--- config.mk ---
export PLATFORM = sky130hd
export DESIGN_NAME = pc_unit
export DESIGN_NICKNAME = d
export VERILOG_FILES = /design/src/rtl/pc_pkg.sv /design/src/rtl/pc_next_sel.sv /design/src/rtl/pc_unit.sv
export SDC_FILE = /design/constraint.sdc
export NUM_CORES = 1
export LEC_CHECK = 0
export BUFFER_PORTS_ARGS = -buffer_cell sky130_fd_sc_hd__buf_2
export CAP_MARGIN = 20
export CORE_ASPECT_RATIO = 1.1
export CORE_MARGIN = 3
export CORE_UTILIZATION = 40
export DETAILED_ROUTE_END_ITERATION = 8
export GPL_TIMING_DRIVEN = 0
export PLACE_DENSITY = 0.81
export REMOVE_ABC_BUFFERS = 1
export SYNTH_ARGS = -nofsm -noshare
export SYNTH_HDL_FRONTEND = slang
export SYNTH_SLANG_ARGS = --single-unit
--- constraint.sdc ---
create_clock -name clk -period 5.2 [get_ports clk]
set_clock_uncertainty 0.2 [all_clocks]
set_input_delay 0.78 -clock clk [delete_from_list [all_inputs] [get_ports clk]]
set_output_delay 0.78 -clock clk [all_outputs]
set_load 0.01 [all_outputs]
--- src/rtl/pc_pkg.sv ---
// Shared program-counter types and constants for the fetch, decode and branch-target logic.
package pc_pkg;

   localparam int PC_W = 11;

   typedef logic [PC_W-1:0] pc_t;

   // Word-addressed fetch: one step per instruction.
   localparam pc_t PC_STEP  = pc_t'(1);
   localparam pc_t RESET_PC = pc_t'(0);

endpackage

--- src/rtl/pc_next_sel.sv ---
// Next-PC selection: sequential incrementer plus the branch/sequential 2:1 mux.
module pc_next_sel
   import pc_pkg::*;
(
   input  logic [PC_W-1:0] pc,
   input  logic [PC_W-1:0] br_pc,
   input  logic            pc_sel,
   output logic [PC_W-1:0] add_pc,
   output logic [PC_W-1:0] npc
);

   // Sum is truncated to PC_W bits, so the all-ones address wraps to zero.
   always_comb begin
      add_pc = pc + PC_STEP;
      npc    = pc_sel ? br_pc : add_pc;
   end

endmodule

--- src/rtl/pc_unit.sv ---
// Fetch-stage program counter register with async active-low reset.
// Optional hold input enabled by defining PC_STALL_EN.
module pc_unit
   import pc_pkg::*;
(
   input  logic            clk,
   input  logic            reset,
`ifdef PC_STALL_EN
   input  logic            stall,
`endif
   input  logic            branch_alu,
   input  logic            branch_control,
   input  logic [PC_W-1:0] br_pc,
   output logic [PC_W-1:0] pc,
   output logic [PC_W-1:0] add_pc,
   output logic [PC_W-1:0] npc,
   output logic            pc_sel
);

   pc_t pc_q;

   assign pc_sel = branch_control & branch_alu;
   assign pc     = pc_q;

   pc_next_sel u_next_sel (
      .pc     (pc_q),
      .br_pc  (br_pc),
      .pc_sel (pc_sel),
      .add_pc (add_pc),
      .npc    (npc)
   );

   // Reset wins over stall and over any pending branch or increment.
   always_ff @(posedge clk or negedge reset) begin
      if (!reset) begin
         pc_q <= RESET_PC;
      end
`ifdef PC_STALL_EN
      else if (!stall) begin
         pc_q <= npc;
      end
`else
      else begin
         pc_q <= npc;
      end
`endif
   end

endmodule

==> run summary <==
Number of remaining DRC errors -> 0
Final hold violation count -> 0
Detailed-route via count -> 719
Starting density of the core -> 43.75%
TritonRoute pass-1 iters -> 4
Resized Gates After CTS -> 0
Postcts setup bufs -> 0
Fmax -> 332.1 MHz
CTS clk-pin slew, worst paths -> 70 ps
Critical Path RT -> 4220 ps
R2R Path End -> pc[10]
Sequential-to-total area share from yosys stat -> 44.90%
CP max-delay cell -> or4_1
CTS Buf Count -> 3
Slew Viols, Final -> 0
Top-count cell post-synth -> dfrtp_1
Synth top area cells -> dfrtp_1, a31oi_1, nor2_1
Worst IR Drop VDD -> 0.0002983 V
HPWL after DPL -> 1.343 mm
Vias in the first global route -> 643
Largest register FFs -> 11
Fin crit share -> 57.91%
First-pass GRT wire length -> 2.615 mm
Number of placed I/O pins -> 49
PortBufs -> 48
ANT cells -> 0
Largest net degree at the start of global routing -> 19
Layout Cells excl Fill -> 134
Status -> complete, no violations
Total grt overflow -> 0
Clk Tree Root Cell -> clkbuf_4
CP Capture Type -> output port
Deepest clock path buffer count -> 2
Flops & latches, synth -> 11
Avg Inst Size Synth -> 9.151 µm²
CTS tree -> done
Post-synth EDFFs -> 0
Worst rel slew slack -> 61.46%
Met2 usage -> 27.73%
Hold Buf Count CTS -> 0
Final wirelength -> 1.723 mm
Warnings from Yosys -> 0
Top Usage Layer GRT -> met2
CP Max Fanout -> 7
Clk sinks -> 11
Worst R2R Setup Slack -> 3320 ps
H-tree depth -> 1
Clk_lat worst skew -> 270 ps
Worst setup SP type -> register
Area growth syn-to-layout -> 46.12%
Inst Count DP -> 130
Synth area leader -> dfrtp_1
CP Class -> register to output port
Drt initial violations -> 17
FFs w/ async S/R, synth -> 100.0%
Die height -> 47.06 µm
Final setup viols -> 0
Routed Antenna Nets -> 0
CP Cell Sequence -> ha_1, inv_1, or4_1, a31oi_1, buf_2
Max-Cap Viols -> 0
Fin crit period -> 3011 ps
Cell Pwr Density -> 527.4 mW/mm²
Final GP Congestion -> 0.7576
Die W -> 43.33 µm
Layout cells sized above 1 -> 50.00%
Tightest Pin Transition -> 576.7 ps
GR Util met3 -> 1.149%
Fillers -> 125
Hold WC Path Type -> input port to asynchronous set/reset pin
Met1 Use GR -> 22.84%
Worst r2r src -> pc[0]
Top-area cell type share of the netlist area -> 44.90%
Max stage delay on crit path -> 540 ps
Unique cell type count in the Yosys netlist -> 20
RSZ-0062 raised after global routing -> false
Gr usage total -> 17.25%
Site Rows -> 14
Netlist Area Pre-Place -> 613.1 µm²
Initial antenna violation count -> 0
WP data arrival -> 2030 ps
Setup_tns -> 0 ps
Routed wire per std cell -> 12.86 µm
Worst r2r path cells -> 4
Top cells by count, synth -> dfrtp_1, nor2_1, nand2_1
Vias/cell -> 5.366
Post-layout util -> 63.93%
Cells after Synth -> 67
Core footprint -> 0.001401 mm²
Die area -> 0.002039 mm²
Nets -> 135
Main flop type after synthesis -> dfrtp_1
Leakage power -> 0.4448 nW
[metrics by stage]
step,cell area (µm²),hold slack [ps],power [W],worst slack (ps)
finish,895.9,172.3,0.0004725,2189
global route,895.9,177.3,0.0005069,2030
CTS,895.9,176.4,0.0004742,2192
detailed placement,869.6,402.1,0.0004141,2303
global placement,869.6,382.0,0.0004059,2309
floorplan,609.3,284.4,0.0002959,2594
[logic make-up after synthesis]
group           after synthesis  synth area share, %
fa+ha+maj                     1                2.040
flops                        11                44.90
buf+inv                       4                2.448
mux                           3                5.510
xor+xnor                      3                4.286
compound gates               13                12.65
simple gates                 32                28.17
[power by group]
| part | leakage, nW | switching (W) | total (W) | internal (W) |
|---|---|---|---|---|
| registers | 0.124 | 0.0000446 | 0.000158 | 0.000113 |
| clock network | 0.0150 | 0.0000300 | 0.0000596 | 0.0000297 |
| logic | 0.306 | 0.000145 | 0.000255 | 0.000111 |
[final cells by class]
class / instances / area (µm²) / share of cell area, %
Timing Repair Buffer: 48 / 240.2 / 26.82
Clock buffer: 4 / 26.28 / 2.933
Inverter: 3 / 11.26 / 1.257
Multi-Input combinational cell: 52 / 322.8 / 36.03
Tap cell: 16 / 20.02 / 2.235
Sequential cell: 11 / 275.3 / 30.73
[layout by cell type, fill, tap and decap left out]
master / n
a21oi_1: 1
a31oi_1: 6
buf_2: 48
clkbuf_1: 1
clkbuf_4: 3
dfrtp_1: 11
ha_1: 1
inv_1: 3
mux2_2: 3
nand2_1: 8
nand3_1: 6
nand4_1: 1
nand4_4: 1
nor2_1: 10
o21ai_0: 4
o31ai_1: 2
or3_1: 1
or3_2: 3
or4_1: 1
or4_4: 1
xnor2_1: 2
xor2_1: 1
[worst max-delay path: cells and delay by family, from the launching register on]
family | cells | cell delay, ps
simple gates | 1 | 540
flops | 1 | 460
fa+ha+maj | 1 | 280
buf+inv | 2 | 270
compound gates | 1 | 210
[routing by layer]
| metal | vias up | wire, µm |
|---|---|---|
| met1 | 336 | 761 |
| met5 | - | 0 |
| met4 | 0 | 19 |
| met3 | 2 | 120 |
| li1 | 348 | - |
| met2 | 33 | 822 |
[worst max-delay path by stage]
stage	start	endpoint	slack, ps
floorplan	branch_control	npc[1]	2590
global placement	branch_control	npc[1]	2310
detailed placement	branch_alu	npc[1]	2300
CTS	pc[0]	npc[10]	2190
global route	pc[0]	npc[10]	2030
finish	pc[0]	npc[10]	2190
(Power assumes the default switching activity.)
